<file path="config.mk">
export PLATFORM = sky130hd
export DESIGN_NAME = pipe_hazard_ctrl
export DESIGN_NICKNAME = d
export VERILOG_FILES = /design/src/rtl/pipe_hazard_ctrl.sv
export SDC_FILE = /design/constraint.sdc
export NUM_CORES = 1
export LEC_CHECK = 0
export ABC_AREA = 1
export BUFFER_PORTS_ARGS = -buffer_cell sky130_fd_sc_hd__buf_2
export CAP_MARGIN = 0
export CORE_MARGIN = 2
export CORE_UTILIZATION = 49
export CTS_CLUSTER_DIAMETER = 100
export CTS_CLUSTER_SIZE = 28
export DETAILED_ROUTE_END_ITERATION = 6
export GPL_ROUTABILITY_DRIVEN = 0
export PLACE_DENSITY = 0.77
export SYNTH_ARGS = -nofsm -noshare
export SYNTH_HDL_FRONTEND = slang
export SYNTH_SLANG_ARGS = --single-unit
</file>
<file path="constraint.sdc">
create_clock -name clk -period 3.2 [get_ports clk]
set_input_delay 0.64 -clock clk [delete_from_list [all_inputs] [get_ports clk]]
set_output_delay 0.64 -clock clk [all_outputs]
set_load 0.02 [all_outputs]
</file>
<file path="src/rtl/pipe_hazard_ctrl.sv">
// Hazard/forwarding controller for the 5-stage pipeline: shadow scoreboard, stage enables, bubbles, stall counter.
// Define PIPE_FWD_EN to enable EX/MEM/WB forwarding (only load-use dependences stall).
module pipe_hazard_ctrl #(
    parameter int unsigned STALL_CNT_W = 32
) (
    input  logic                   clk,
    input  logic                   rst,
    input  logic                   id_valid,
    input  logic [4:0]             id_rs,
    input  logic [4:0]             id_rt,
    input  logic                   id_rs_used,
    input  logic                   id_rt_used,
    input  logic                   id_wen,
    input  logic [4:0]             id_dest,
    input  logic                   id_is_load,
    input  logic                   id_br_taken,
    input  logic                   mem_stall,
    output logic                   pc_en,
    output logic                   id2ex_en,
    output logic                   id2ex_bubble,
    output logic                   ex2mem_en,
    output logic                   mem2wb_en,
    output logic                   br_taken_out,
    output logic [1:0]             fwd_a_sel,
    output logic [1:0]             fwd_b_sel,
    output logic                   ex_valid,
    output logic                   mem_valid,
    output logic                   wb_valid,
    output logic [STALL_CNT_W-1:0] stall_cnt
);

    typedef struct packed {
        logic       valid;
        logic       wen;
        logic [4:0] dest;
        logic       load;
    } sb_ent_t;

    sb_ent_t                r_ex;
    sb_ent_t                r_mem;
    sb_ent_t                r_wb;
    logic [STALL_CNT_W-1:0] r_stall_cnt;

    logic [2:0] w_match_a;
    logic [2:0] w_match_b;
    logic       w_dep_a;
    logic       w_dep_b;
    logic       w_hazard;
    logic       w_bubble;
    logic       w_unused;

    // Per-stage producer match for each ID source; register 0 never matches.
    always_comb begin
        w_match_a[0] = r_ex.valid  & r_ex.wen  & (r_ex.dest  == id_rs) & (id_rs != 5'd0);
        w_match_a[1] = r_mem.valid & r_mem.wen & (r_mem.dest == id_rs) & (id_rs != 5'd0);
        w_match_a[2] = r_wb.valid  & r_wb.wen  & (r_wb.dest  == id_rs) & (id_rs != 5'd0);
        w_match_b[0] = r_ex.valid  & r_ex.wen  & (r_ex.dest  == id_rt) & (id_rt != 5'd0);
        w_match_b[1] = r_mem.valid & r_mem.wen & (r_mem.dest == id_rt) & (id_rt != 5'd0);
        w_match_b[2] = r_wb.valid  & r_wb.wen  & (r_wb.dest  == id_rt) & (id_rt != 5'd0);
    end

`ifdef PIPE_FWD_EN
    // Load data only exists in WB, so a load still in EX or MEM must stall.
    assign w_dep_a = id_rs_used & ((w_match_a[0] & r_ex.load) | (w_match_a[1] & r_mem.load));
    assign w_dep_b = id_rt_used & ((w_match_b[0] & r_ex.load) | (w_match_b[1] & r_mem.load));

    always_comb begin
        fwd_a_sel = 2'd0;
        fwd_b_sel = 2'd0;
        if (w_match_a[0])      fwd_a_sel = 2'd1;
        else if (w_match_a[1]) fwd_a_sel = 2'd2;
        else if (w_match_a[2]) fwd_a_sel = 2'd3;
        if (w_match_b[0])      fwd_b_sel = 2'd1;
        else if (w_match_b[1]) fwd_b_sel = 2'd2;
        else if (w_match_b[2]) fwd_b_sel = 2'd3;
    end
`else
    // No forwarding and no regfile write-through: wait until the producer leaves WB.
    assign w_dep_a   = id_rs_used & (|w_match_a);
    assign w_dep_b   = id_rt_used & (|w_match_b);
    assign fwd_a_sel = 2'd0;
    assign fwd_b_sel = 2'd0;
`endif

    assign w_hazard = id_valid & (w_dep_a | w_dep_b);
    assign w_bubble = w_hazard | ~id_valid;

    assign pc_en        = ~w_hazard & ~mem_stall;
    assign id2ex_en     = ~mem_stall;
    assign ex2mem_en    = ~mem_stall;
    assign mem2wb_en    = ~mem_stall;
    assign id2ex_bubble = w_bubble;
    assign br_taken_out = id_br_taken & id_valid & ~w_hazard & ~mem_stall;

    assign ex_valid  = r_ex.valid;
    assign mem_valid = r_mem.valid;
    assign wb_valid  = r_wb.valid;
    assign stall_cnt = r_stall_cnt;

    // The WB load bit is tracked for completeness but no decision depends on it.
    assign w_unused = r_wb.load;

    // Shadow scoreboard advances with the pipeline; mem_stall freezes everything.
    always_ff @(posedge clk) begin
        if (rst) begin
            r_ex        <= '0;
            r_mem       <= '0;
            r_wb        <= '0;
            r_stall_cnt <= '0;
        end else if (!mem_stall) begin
            r_wb  <= r_mem;
            r_mem <= r_ex;
            if (w_bubble) r_ex <= '0;
            else          r_ex <= '{valid: 1'b1, wen: id_wen, dest: id_dest, load: id_is_load};
            if (w_hazard && (r_stall_cnt != '1))
                r_stall_cnt <= r_stall_cnt + STALL_CNT_W'(1);
        end
    end

endmodule

</file>
==> results of run 1 <==
-- final cells by class --
cell class | instances | area share (%)
Sequential cell | 53 | 27.0
Multi-Input combinational cell | 421 | 49.8
Timing Repair Buffer | 66 | 8.60
Inverter | 95 | 9.08
Clock buffer | 5 | 1.75
Clock inverter | 3 | 0.637
Tap cell | 96 | 3.06
-- cells by family after synthesis --
group,synth area share [%]
AO/OA/AOI/OAI,7.79
adder cells (fa/ha/maj),0.357
flip-flops,30.3
other,0.107
buffers and inverters,14.2
XOR/XNOR,5.00
AND/OR/NAND/NOR,42.3
-- registers in the layout, summed over array words and instances (netlist names) --
| name | cells |
|---|---|
| r_wb | 6 |
| r_mem | 6 |
| r_ex | 6 |
| wb_valid | 1 |
| ex_valid | 1 |
| stall_cnt | 32 |
| mem_valid | 1 |
-- worst paths after layout --
check        startpoint       endpoint  slack [ns]  cells after the start
min             r_ex[6]        r_ex[6]        0.50                      2
max reg2reg     r_ex[5]  stall_cnt[25]        0.72                     10
max            id_rt[3]   br_taken_out        0.34                     13
min reg2reg     r_ex[6]        r_ex[6]        0.50                      2
-- per-stage QoR --
stage	area (um^2)	worst slack [ns]	std cells
global route	3930	0.169	739
CTS	3930	0.374	739
global placement	3830	0.417	731
detailed placement	3830	0.374	731
finish	3930	0.344	739
floorplan	3510	0.666	591
-- cell usage in the layout (no fill, tap or decap), types with 3 or more instances in the layout --
cell,synthesis,final
nor2_2,3,3
o21ai_0,29,29
nand3_1,22,22
buf_2,1,63
nand2_1,177,177
inv_1,92,92
conb_1,1,4
clkbuf_8,0,5
dfxtp_1,53,53
xor2_1,20,20
buf_4,7,3
a21oi_1,19,19
nor2_1,98,98
nor3_1,13,13
nand4_4,3,3
o21ai_1,5,5
nand4_1,16,16
-- routing by layer --
layer	vias up	global-route usage, %	wire length, um
met5	-	0	0
met4	0	8.26	154
met3	14	3.45	554
met2	137	41.8	4120
met1	1632	30.4	4070
li1	1901	-	-
-- worst reg2reg max path: cells and delay by family, from the launching register on --
kind	cells	cell delay, ns
buf+inv	1	0.22
simple gates	7	1.15
flops	1	0.47
compound gates	2	0.53
-- where the power goes --
group | internal (mW) | total (mW) | switching [mW] | leakage [nW]
clock | 0.159 | 0.407 | 0.248 | 0.0447
combinational | 0.0463 | 0.142 | 0.0962 | 1.57
sequential | 0.674 | 0.687 | 0.0134 | 0.430
==> summary.md, run 1 <==
| Metric | Value |
|---|---|
| Number of clock sinks | 53 |
| Fmax | approximately 350 MHz |
| Post-synth EDFFs | 0 |
| Final setup viols | 0 |
| Worst path arrival time | around 2.2 ns |
| Antenna diode count | 0 |
| Synth area leaders | dfxtp_1 30%, nand2_1 19%, nor2_1 11% |
| PwrDens | roughly 310 nW/um^2 |
| Yosys cell types | 30 |
| RSZ-0062 raised after global routing | no |
| WP buf/inv | 3 |
| Fin nets | around 670 |
| Clock tree root buffer cell | clkbuf_8 |
| Sequential-to-total area share from yosys stat | 30.3% |
| GRT overflow | 0 |
| Critical Path Max Stage Delay | about 0.27 ns |
| Top cells by count, synth | 177 x nand2_1, 98 x nor2_1, 92 x inv_1, 53 x dfxtp_1, 29 x o21ai_0 |
| Slew @ Worst Pin | between 0.5 and 0.6 ns |
| Final core utilization | ~57% |
| Hold Path Class | reg -> reg |
| Most common cell in the netlist | nand2_1 |
| Setup TNS | 0 ns |
| Die H | ~90 um |
| Setup Crit Path Kind | in -> out |
| Drt via density | 4.99 |
| Worst skew pair latency | ~0.32 ns |
| Period minus WS final | 2.86 ns |
| Dpl hpwl | roughly 6.7 mm |
| Area occupied by multi-input gates | 1960 um^2 |
| Initial DRC Count | approximately 160 |
| Synthesized flop and latch total | 53 |
| Req. time, crit path | roughly 2.6 ns |
| Clk pin slew, worst setup/hold paths | 0.11 ns |
| Relative max-transition margin | between 60% and 70% |
| Top FF cell, synth | dfxtp_1 |
| Initial antenna violation count | 0 |
| CP delay by family, top | simple AND/OR/NAND/NOR gates |
| Post-synth top area cell | dfxtp_1 |
| Worst Path Max Fanout | 8 |
| Clock Path Buffers | 2 |
| Syn_area_per_cell | slightly below 6 um^2 |
| Die area | between 7000 and 8000 um^2 |
| Status | complete, no violations |
| Final Cycle Share | roughly 89% |
| Fillers | 727 |
| # rows | 30 |
| Tot Pwr | between 1 and 1.5 mW |
| Remaining DRCs | 0 |
| First-pass GRT wire length | 15.1 mm |
| Via count | approximately 3700 |
| Post-DR wirelength/cell | approximately 12 um |
| Setup bufs post-CTS | 0 |
| Critical path's most frequent cell | nand2_1 |
| P&R area growth vs syn | 12.1% |
| Startpoint types | input pin |
| Max Slew Vio Count | 0 |
| Register area | 1060 um^2 |
| IO Count | 69 |
| Syn Inst Count | between 500 and 600 |
| Hold-fix buffers, CTS | 0 |
| CP endpoint kind | primary output |
| Async S/R FF share, synth | 0% |
| Share of cells above drive strength 1 | between 10 and 15% |
| Slowest-stage cell, CP | nor2_4 |
| Chip Width | 88.6 um |
| Drt total wl | 8.90 mm |
| Core Region | a little under 7000 um^2 |
| Synth top area share | between 30% and 40% |
| Hold slack | between 0.5 and 0.6 ns |
| Clock buffers created by TritonCTS | 5 |
| IO Port Bufs | 63 |
| Crit-path cells | buf_2 > inv_1 > nand2_1 > o21ai_0 > nor2_1 > nand3_1 > nand3_1 > nand2_1 > nand2_1 > nor2_4 > nand2_1 > nor2_1 > buf_2 |
| GRT Util Overall | between 20% and 30% |
| CTS tree | yes |
| Pin count of the biggest net entering global routing | 42 |
| Initial core utilization | 51.0% |
| Leakage | approximately 2.0 nW |
| Final Hold Viols | 0 |
| Cell area after synthesis | 3500 um^2 |
| Max_cap viols | 0 |
| Skew final | about 0.015 ns |
| Number of H-tree levels | 2 |
| DRT Pass-1 Iters | 5 |
| Peak supply drop | 174 uV |
| Ys Warns | 0 |
| Detail Route Antenna Nets | 0 |
| Post-cts sizing count | 0 |
| Vias in the first global route | approximately 3400 |
(Power assumes the default switching activity.)
==> run 2: changes to the inputs <==
- CORE_MARGIN: 2 -> 5
- PLACE_DENSITY: 0.77 -> 0.72
==> summary.md, run 2 (synthesized netlist as in run 1, its figures left out) <==
| Metric | Value |
|---|---|
| Initial DRC Count | 151 |
| Period minus WS final | 2.84 ns |
| P&R area growth vs syn | 12.1% |
| Share of cells above drive strength 1 | a little over an eighth |
| Remaining DRCs | 0 |
| Most frequent cells in the layout | 177 x nand2_1, 98 x nor2_1, 92 x inv_1 |
| Setup bufs post-CTS | 0 |
| Initial antenna violation count | 0 |
| Worst Path Max Fanout | 8 |
| DR top layer | met4 |
| Number of H-tree levels | 2 |
| Met1 wire length | just over 4 mm |
| # rows | 30 |
| Hold-fix buffers, CTS | 0 |
| DR WL met2 | 4.25 mm |
| CTS tree | yes |
| DRT Pass-1 Iters | 4 |
| Peak supply drop | roughly 180 uV |
| Routed wl met3 | ~450 um |
| Fillers | 740 |
| Worst path arrival time | between 2 and 2.5 ns |
| Antenna diode count | 0 |
| Max reg flops | 32 |
| Setup Crit Path Kind | in -> out |
| Critical Path Max Stage Delay | approximately 0.28 ns |
| Max_cap viols | 0 |
| Max Slew Vio Count | 0 |
| Hold Path Class | reg -> reg |
| IO Count | between 60 and 70 |
| Slew @ Worst Pin | 0.599 ns |
| Commonest non-fill, non-tap cell in the layout | nand2_1 |
| Die area | a little under 9000 um^2 |
| Clock buffers created by TritonCTS | 5 |
| Core Region | between 6000 and 7000 um^2 |
| Chip Width | between 90 and 100 um |
| Sequential Power Share | a little under three fifths |
| Vias in the first global route | roughly 3400 |
| First-pass GRT wire length | ~15 mm |
| IO Port Bufs | 63 |
| Clock tree root buffer cell | clkbuf_8 |
| Relative max-transition margin | between 50% and 60% |
| Net Sw Frac | 28.9% |
| Skew final | between 0.015 and 0.02 ns |
| Pin count of the biggest net entering global routing | 42 |
| Int Pwr | slightly below 900 uW |
| Sw power | 357 uW |
| Post-DR wirelength/cell | between 10 and 15 um |
| Drt via density | 4.88 |
| Req. time, crit path | roughly 2.6 ns |
| Min-Delay Startpoint | r_ex[6] |
| PwrDens | 315 nW/um^2 |
| GRT Util Overall | 20.8% |
| Startpoint types | input pin |
| GRT overflow | 0 |
| Crit path from | id_rt[1] |
| Final Cycle Share | around 90% |
| Critical path's most frequent cell | nand2_1 |
| Number of clock sinks | between 50 and 60 |
| Initial core utilization | just over 50% |
| Slowest-stage cell, CP | nor2_4 |
| Worst skew pair latency | roughly 0.32 ns |
| Post-cts sizing count | 0 |
| Status | complete, no violations |
| Leakage | about 2 nW |
| Via count | between 3000 and 4000 |
| RSZ-0062 raised after global routing | no |
| Final setup viols | 0 |
| Tot Pwr | approximately 1.2 mW |
| Clock network fraction of design power | 32.9% |
| Clk pin slew, worst setup/hold paths | 0.11 ns |
| Die H | about 95 um |
| Reg-to-Reg Start | r_ex[5] |
| CP endpoint kind | primary output |
| Detail Route Antenna Nets | 0 |
| Final Hold Viols | 0 |
| Drt total wl | 8.94 mm |
| Dpl hpwl | between 6 and 7 mm |
| Clock Path Buffers | 2 |
| Fin nets | 667 |
| Crit-path cells | buf_2 > inv_1 > o21ai_0 > nor2_1 > nand3_1 > nand3_1 > nand2_1 > nand2_1 > nor2_4 > nand2_1 > nor2_1 > buf_2 |
| Fmax | ~350 MHz |
| Logic pwr share | between 10 and 15% |
| Setup TNS | 0 ns |
run 2: cell counts in the layout (fill, tap and decap cells not counted):
No cell type changed its count.
run 2: path summary, 6_finish.rpt:
kind,end,slack (ns),cells after the start
max,br_taken_out,0.36,12
min,r_ex[6],0.49,2
max reg2reg,stall_cnt[29],0.72,12
min reg2reg,r_ex[6],0.49,2
run 2: area by class of cell:
cell class	instances	area [um^2]	area share (%)
Inverter	95	357	9.08
Timing Repair Buffer	66	338	8.60
Tap cell	96	120	3.06
Clock buffer	5	68.8	1.75
Multi-Input combinational cell	421	1960	49.8
Sequential cell	53	1060	27.0
Clock inverter	3	25.0	0.637
run 2: metal layers:
| layer | vias up | GRT usage (%) |
|---|---|---|
| met2 | 95 | 37.4 |
| met3 | 20 | 3.51 |
| met5 | - | 0 |
| met1 | 1590 | 25.3 |
| met4 | 0 | 6.37 |
| li1 | 1903 | - |
run 2: per-stage QoR:
step                      util (%)  instances  hold WS (ns)  instance area [um^2]  setup slack (ns)
after floorplan                  -        591         0.449                  3510             0.666
after global placement        55.8        731         0.467                  3830             0.389
after detailed placement      55.8        731         0.474                  3830             0.338
after CTS                     57.2        739         0.490                  3930             0.353
after global routing          57.2        739         0.535                  3930             0.128
final                         57.2        739         0.494                  3930             0.362
run 2: critical path, delay by kind of cell:
| family | cells | cell delay (ns) |
|---|---|---|
| AND/OR/NAND/NOR | 8 | 0.98 |
| buffers and inverters | 3 | 0.36 |
| AO/OA/AOI/OAI | 1 | 0.20 |
run 2: power groups by stage:
stage	clock, mW	combinational, mW	sequential (mW)
2_1_floorplan	0	0.0980	0.702
3_5_place_dp	0	0.142	0.702
6_report	0.407	0.142	0.687
5_1_grt	0.440	0.162	0.690
3_3_place_gp	0	0.140	0.702
4_1_cts	0.416	0.142	0.687
